**src/rtl/wb_master_arbiter.sv**
```systemverilog
// wb_master_arbiter: three-master Wishbone arbiter with ownership lock and stall watchdog.
// Define WB_ARB_RR_EN for round-robin arbitration; fixed priority m0 > m1 > m2 otherwise.
module wb_master_arbiter #(
    parameter int TIMEOUT_CYCLES = 255
) (
    input  logic        i_clk,
    input  logic        i_rst,
    input  logic        m0_wb_cyc,
    input  logic        m0_wb_stb,
    input  logic        m0_wb_we,
    input  logic [23:0] m0_wb_adr,
    input  logic [15:0] m0_wb_o_dat,
    input  logic [1:0]  m0_wb_sel,
    input  logic        m0_wb_4_burst,
    input  logic        m0_wb_8_burst,
    output logic [15:0] m0_wb_i_dat,
    output logic        m0_wb_ack,
    output logic        m0_wb_err,
    input  logic        m1_wb_cyc,
    input  logic        m1_wb_stb,
    input  logic        m1_wb_we,
    input  logic [23:0] m1_wb_adr,
    input  logic [15:0] m1_wb_o_dat,
    input  logic [1:0]  m1_wb_sel,
    input  logic        m1_wb_4_burst,
    input  logic        m1_wb_8_burst,
    output logic [15:0] m1_wb_i_dat,
    output logic        m1_wb_ack,
    output logic        m1_wb_err,
    input  logic        m2_wb_cyc,
    input  logic        m2_wb_stb,
    input  logic        m2_wb_we,
    input  logic [23:0] m2_wb_adr,
    input  logic [15:0] m2_wb_o_dat,
    input  logic [1:0]  m2_wb_sel,
    input  logic        m2_wb_4_burst,
    input  logic        m2_wb_8_burst,
    output logic [15:0] m2_wb_i_dat,
    output logic        m2_wb_ack,
    output logic        m2_wb_err,
    output logic        wb_cyc,
    output logic        wb_stb,
    output logic        wb_we,
    output logic        wb_4_burst,
    output logic        wb_8_burst,
    output logic [23:0] wb_adr,
    output logic [15:0] wb_o_dat,
    output logic [1:0]  wb_sel,
    input  logic [15:0] wb_i_dat,
    input  logic        wb_ack,
    input  logic        wb_err,
    output logic [1:0]  o_owner
);
    typedef enum logic {IDLE, OWNED} state_t;
    state_t state_q, state_d;
    logic [1:0] owner_q, owner_d, win;
    logic [7:0] wdog_q, wdog_d;
    logic [3:0] req;
    logic cyc_a[4], stb_a[4], we_a[4], b4_a[4], b8_a[4];
    logic [23:0] adr_a[4];
    logic [15:0] dat_a[4];
    logic [1:0] sel_a[4];
    logic own, sel_cyc, sel_stb, timeout;
    logic [2:0] ack_v, err_v;
    // Slot 3 is a dummy so the 2-bit owner index never falls outside the arrays.
    assign req   = {1'b0, m2_wb_cyc, m1_wb_cyc, m0_wb_cyc};
    assign cyc_a = '{m0_wb_cyc, m1_wb_cyc, m2_wb_cyc, 1'b0};
    assign stb_a = '{m0_wb_stb, m1_wb_stb, m2_wb_stb, 1'b0};
    assign we_a  = '{m0_wb_we, m1_wb_we, m2_wb_we, 1'b0};
    assign b4_a  = '{m0_wb_4_burst, m1_wb_4_burst, m2_wb_4_burst, 1'b0};
    assign b8_a  = '{m0_wb_8_burst, m1_wb_8_burst, m2_wb_8_burst, 1'b0};
    assign adr_a = '{m0_wb_adr, m1_wb_adr, m2_wb_adr, 24'd0};
    assign dat_a = '{m0_wb_o_dat, m1_wb_o_dat, m2_wb_o_dat, 16'd0};
    assign sel_a = '{m0_wb_sel, m1_wb_sel, m2_wb_sel, 2'd0};
`ifdef WB_ARB_RR_EN
    logic [1:0] rr_q, rr_d;
    logic [2:0] idx;
    // Scan from the farthest candidate inward so the one nearest the pointer wins.
    always_comb begin
        win = 2'd0;
        idx = 3'd0;
        for (int i = 2; i >= 0; i--) begin
            idx = {1'b0, rr_q} + 3'(i);
            idx = (idx >= 3'd3) ? idx - 3'd3 : idx;
            win = req[idx[1:0]] ? idx[1:0] : win;
        end
        rr_d = (state_q == IDLE && req[2:0] != 3'd0) ? ((win == 2'd2) ? 2'd0 : win + 2'd1) : rr_q;
    end
    always_ff @(posedge i_clk) begin
        rr_q <= i_rst ? 2'd0 : rr_d;
    end
`else
    assign win = req[0] ? 2'd0 : req[1] ? 2'd1 : 2'd2;
`endif
    always_comb begin
        own     = state_q == OWNED;
        sel_cyc = own & cyc_a[owner_q];
        sel_stb = sel_cyc & stb_a[owner_q];
        timeout = sel_stb & ~wb_ack & ~wb_err & (wdog_q == 8'(TIMEOUT_CYCLES - 1));
        wdog_d  = (!sel_cyc || wb_ack || wb_err || timeout) ? 8'd0 : sel_stb ? wdog_q + 8'd1 : wdog_q;
        state_d = own ? (sel_cyc ? OWNED : IDLE) : ((req[2:0] != 3'd0) ? OWNED : IDLE);
        owner_d = own ? owner_q : win;
    end
    always_ff @(posedge i_clk) begin
        if (i_rst) begin
            state_q <= IDLE;
            owner_q <= 2'd0;
            wdog_q  <= 8'd0;
        end else begin
            state_q <= state_d;
            owner_q <= owner_d;
            wdog_q  <= wdog_d;
        end
    end
    assign wb_cyc     = sel_cyc & ~timeout;
    assign wb_stb     = sel_stb & ~timeout;
    assign wb_we      = own & we_a[owner_q];
    assign wb_4_burst = own & b4_a[owner_q];
    assign wb_8_burst = own & b8_a[owner_q];
    assign wb_adr     = adr_a[owner_q];
    assign wb_o_dat   = dat_a[owner_q];
    assign wb_sel     = sel_a[owner_q];
    assign o_owner    = own ? owner_q : 2'd3;
    assign ack_v      = own ? (3'(wb_ack) << owner_q) : 3'd0;
    assign err_v      = own ? (3'(wb_err | timeout) << owner_q) : 3'd0;
    assign {m2_wb_ack, m1_wb_ack, m0_wb_ack} = ack_v;
    assign {m2_wb_err, m1_wb_err, m0_wb_err} = err_v;
    assign m0_wb_i_dat = wb_i_dat;
    assign m1_wb_i_dat = wb_i_dat;
    assign m2_wb_i_dat = wb_i_dat;
endmodule
```
**config.mk**
```make
export PLATFORM = sky130hd
export DESIGN_NAME = wb_master_arbiter
export DESIGN_NICKNAME = d
export VERILOG_FILES = /design/src/rtl/wb_master_arbiter.sv
export SDC_FILE = /design/constraint.sdc
export NUM_CORES = 1
export LEC_CHECK = 0
export CAP_MARGIN = 25
export CORE_AREA = 2 2 104 106
export DETAILED_ROUTE_END_ITERATION = 16
export DIE_AREA = 0 0 106 108
export PLACE_DENSITY = 0.68
export RECOVER_POWER = 100
export SETUP_SLACK_MARGIN = 0.1
export SLEW_MARGIN = 5
export SYNTH_ARGS = -nofsm -noshare
export SYNTH_HDL_FRONTEND = slang
export SYNTH_SLANG_ARGS = --single-unit
```
**constraint.sdc**
```tcl
create_clock -name i_clk -period 2.37 [get_ports i_clk]
set_input_delay 0.711 -clock i_clk [delete_from_list [all_inputs] [get_ports i_clk]]
set_output_delay 0.711 -clock i_clk [all_outputs]
set_load 0.01 [all_outputs]
```
# ---- Word level (Yosys, flattened, before mapping)
# Index checks and enable logic that the tools add are counted.
# W data, S select, Z words.
dict set report op_classes {
  n_addsub 1
  magnitude_cmp 1
  n_eq_ne 1
  n_shift 2
  muxes 32
  bitwise_logic 15
  reduce_logical 6
}
# cell n
set op_table {}
lappend op_table {{$bmux W24 S2} 1}
lappend op_table {{$mux W24} 2}
lappend op_table {{$bmux W16 S2} 1}
lappend op_table {{$mux W16} 2}
lappend op_table {{$mux W1} 13}
lappend op_table {{$and A1 B1 Y1} 10}
lappend op_table {{$bmux W1 S2} 5}
lappend op_table {{$mux W2} 5}
lappend op_table {{$add A8 B1 Y8 const B} 1}
lappend op_table {{$eq A8 B8 Y1 const B} 1}
lappend op_table {{$mux W3} 2}
lappend op_table {{$shl A1 B2 Y3} 2}
lappend op_table {{$bmux W2 S2} 1}
lappend op_table {{$ge A3 B3 Y1 const B} 1}
lappend op_table {{$logic_or A1 B1 Y1} 3}
lappend op_table {{$not A1 Y1} 3}
lappend op_table {{$not A2 Y3} 1}
lappend op_table {{$reduce_bool A3 Y1} 1}
lappend op_table {{$reduce_or A2 Y1} 1}
lappend op_table {{$logic_not A1 Y1} 1}
lappend op_table {{$or A1 B1 Y1} 1}
dict set report totals {
  regBits 11
  inputBits 161
  word_cells 61
}

# ---- Logic depth before layout (Yosys ltp)
dict set report logic_depth {
  word_depth 12
  depth_mapped 6
  depth_no_buf 5
}

# ---- Worst setup path before layout
# OpenSTA, ideal clock, no wires.
dict set report synth_timing {
  kind {input to output}
  startpoint {input port m1_wb_cyc}
  endpoint {output port m1_wb_err}
  arrival_ns 1.728
  required_ns 1.659
  slack_ns -0.069
  stages 4
  n_path_buf 0
  path_cell_list {mux2i_1 > o21a_1 > o41a_1 > nor3b_2}
}
dict set report synth_between {
  elab_chain_len 11
}
# item line
set synth_lines {}
lappend synth_lines {{from (decl)} 19} ;# input logic m1_wb_cyc,
lappend synth_lines {{$bmux W1 S2} 97} ;# sel_cyc = own & cyc_a[owner_q];
lappend synth_lines {{$mux W1 (implied by the code) (2 in a row)} 97}
lappend synth_lines {{$and A1 B1 Y1} 97}
lappend synth_lines {{$and A1 B1 Y1} 98} ;# sel_stb = sel_cyc & stb_a[owner_q];
lappend synth_lines {{$and A1 B1 Y1 (3 in a row)} 99} ;# timeout = sel_stb & ~wb_ack & ~wb_err & (wdog_q == 8'(TIMEOUT_CYCLES - 1));
lappend synth_lines {{$or A1 B1 Y1} 125} ;# assign err_v = own ? (3'(wb_err | timeout) << owner_q) : 3'd0;
lappend synth_lines {{$shl A1 B2 Y3} 125}
lappend synth_lines {{$mux W3} 125}
lappend synth_lines {{to (decl)} 29} ;# output logic m1_wb_err,
# Every way passes these cells. The select of a mux whose other input is x is not followed.

# ---- Worst setup path after layout
dict set report layout_timing {
  startpoint {input port wb_ack}
  endpoint {output port m1_wb_err}
}
dict set report layout_between {
  elab_chain_len 7
}
# item line
set layout_lines {}
lappend layout_lines {{from (decl)} 50} ;# input logic wb_ack,
lappend layout_lines {{$not A1 Y1} 99}
lappend layout_lines {{$and A1 B1 Y1 (3 in a row)} 99}
lappend layout_lines {{$or A1 B1 Y1} 125}
lappend layout_lines {{$shl A1 B2 Y3} 125}
lappend layout_lines {{$mux W3} 125}
# Every way passes these cells.

==> impl_results.md <==
- GRT Util Overall: 16.6%
- Final ANT Viol Nets: 0
- Initial core utilization: 21.0%
- Startpoint Class: input port
- Gr busiest metal: met2
- Setup ws final: -347 ps
- Grt total ovfl: 0
- Power per cell area: 258 nW/um^2
- Layout cells sized above 1: 35.1%
- Slew HR: 69.3%
- Crit. End Element: primary output
- Synth top cells by count: mux2i_1, buf_4, nand2_1, o21ai_0
- Worst r2r src: owner_q[0]$_SDFFE_PP0N_
- Skew final: 5.15 ps
- Fin crit share: 115%
- Post-DR wirelength/cell: 16.8 microns
- Crit path launch: wb_ack
- Largest net degree at the start of global routing: 36
- Count leader, synth: mux2i_1
- Worst-case reg-to-reg path depth: 9
- Vias: 3000
- DRC Markers: 0
- Failing checks: negative setup slack
- VDD IR-drop max: 0.000196 V
- Post-synth top flop: dfxtp_1
- CTS buffer count: 3
- Max-Cap Viols: 0
- Number of synthesized flops with an enable pin: 0
- Area growth syn-to-layout: 117%
- Least-Margin Pin Slew: 460 ps
- RD Place Congestion: 0.923
- CTS sink cnt: 11
- Slew Limit Fails: 0
- PortBufs: 199
- Ys async rst share: 0%
- Req. time, crit path: 1660 ps
- # diodes: 0
- CTS Hold Bufs: 0
- Syn Inst Count: 304
- WHS Endpoint: wdog_q[7]$_SDFFE_PP0P_
- Hpwl dp: 8030 microns
- Final nets: 674
- CTS tree: done
- Crit Path Max Fanout: 3
- Place WS: -1130 ps
- RSZ-0062 raised after global routing: true
- Warnings, synthesis: 0
- FMAX: 368 MHz
- Clock Latency Late Sink: 240 ps
- Longest Clk Path Bufs: 2
- Synth top area cells: mux2i_1, buf_4, dfxtp_1, o21ai_0, nand2_1
- CP Class: input port to primary output
- Area leader, netlist: mux2i_1
- Pre-antenna DRT Iters: 4
- Met2 usage: 30.6%
- Die X: 106 microns
- Flop-to-flop setup slack: 340 ps
- Hold crit path type: flop to flop
- First-pass GRT wire length: 15200 microns
- Initial antenna violation count: 0
- Register area share after synthesis: 10.3%
- H-Tree Level Count: 1
- Vias in the first global route: 2900
- WHS Path Cells: 2
- Die height: 108 microns
- Row Count: 37
- Hold Startpoint: wdog_q[7]$_SDFFE_PP0P_
- Die area: 11400 sq um
- Fillers: 982
- CTS root buffer: clkbuf_8
- Period minus WS final: 2720 ps
- M3 GR Usage: 2.83%
- WP data arrival: 2010 ps
- Detailed-route wire length: 10900 microns
- IO Pins: 264
- FF-to-FF End: wdog_q[1]$_SDFFE_PP0P_
- Synth top area share: 24.7%
- GRT met1 Usage: 19.4%
- Pleak: 1.87 nW
- Final setup fails: 6
- Core Region: 10200 sq um
- Synth cell types: 38
- Syn Std Cell Area: 2150 sq um
- Final core occ: 45.6%
- Outcome: finished with violations
- #FFs+latches synth: 11
- Total Power: 1.20 mW
- Syn_nets: 467
- Final hold violation count: 0
- Clk slew on worst S/H paths: 60 ps
- DRT iter0 DRCs: 145
- Mapped Avg Cell Area: 7.06 sq um
- Vias/cell: 4.64
## registers in the layout (all words and copies together), names as in the netlist
register  flops
owner_q       2
own           1
wdog_q        8
## placed cells by master (no fill, tap or decap), types with 3 or more instances in the layout
cell,netlist,layout
clkdlybuf4s50_1,0,117
dfxtp_1,11,9
o21ai_2,1,7
nand4_1,5,5
and2_0,0,3
buf_2,4,53
nor4_1,5,5
and2_1,7,4
clkbuf_8,0,3
o21ai_1,0,31
buf_8,0,3
clkbuf_16,0,5
mux2i_1,53,39
nor2_1,12,9
clkbuf_1,12,3
a21oi_2,0,4
mux2i_2,0,9
buf_16,0,3
o21ai_0,42,4
buf_4,50,47
dlygate4sd2_1,0,16
nand2_2,0,6
buf_12,0,7
nor2_2,0,3
nand4b_1,6,6
dlymetal6s2s_1,0,6
buf_6,0,10
o2111ai_1,6,6
mux2i_4,0,5
inv_1,3,3
nand2_1,46,40
## report_power, final
part | switching (mW) | internal (mW)
combinational | 0.339 | 0.477
clock | 0.0764 | 0.119
sequential | 0.00460 | 0.188
total | 0.420 | 0.784
## worst max path at each step
stage	end	slack [ps]	depth (start not counted)
after floorplan	m1_wb_err	-2	4
after global placement	m1_wb_err	-1090	6
after detailed placement	m1_wb_err	-1130	6
after global routing	m1_wb_err	-390	7
final	m1_wb_err	-350	6
after CTS	m1_wb_err	-410	7
## worst max-delay path, stage by stage
cell and delay, ps:
clkdlybuf4s15_1 180, nand2b_4 140, o41a_1 490, buf_4 170, nor3b_2 150, buf_2 150
## cell type report
class | count | area (sq um) | area share (%)
timing repair buffer | 274 | 2560 | 54.9
multi-input combinational | 218 | 1650 | 35.4
sequential | 11 | 225 | 4.83
tap | 136 | 170 | 3.65
clock buffer | 4 | 45.0 | 0.966
inverter | 3 | 11.3 | 0.242
## stage by stage
stage / hold slack (ps) / area [sq um] / instances / setup TNS (ps)
3_3_place_gp: 541 / 4170 / 603 / -20740
5_1_grt: 621 / 4660 / 646 / -3360
4_1_cts: 570 / 4220 / 623 / -1450
2_1_floorplan: 507 / 2170 / 304 / -2.34
3_5_place_dp: 562 / 4170 / 603 / -21200
6_report: 574 / 4660 / 646 / -1100
## layer usage
layer  routed length, microns  vias to the layer above
met2                     5690                      144
li1                         -                     1453
met5                        0                        -
met4                      286                        0
met1                     4180                     1383
met3                      691                       20
## timing repair
action	CTS	global route
pin swaps	18	17
setup buffers	16	19
setup endpoints to repair	55	50
cloned	2	6
endpoints found under the hold margin	0	0
resized for setup	305	84
## cell families after synthesis
group	after synthesis	share of synthesized area [%]
multiplexers	53	24.7
AO/OA/AOI/OAI	66	18.8
buffers and inverters	75	22.1
adder cells (fa/ha/maj)	2	1.17
AND/OR/NAND/NOR	97	23.0
flip-flops	11	10.3
No activity file was read; power rests on OpenSTA's default activity.
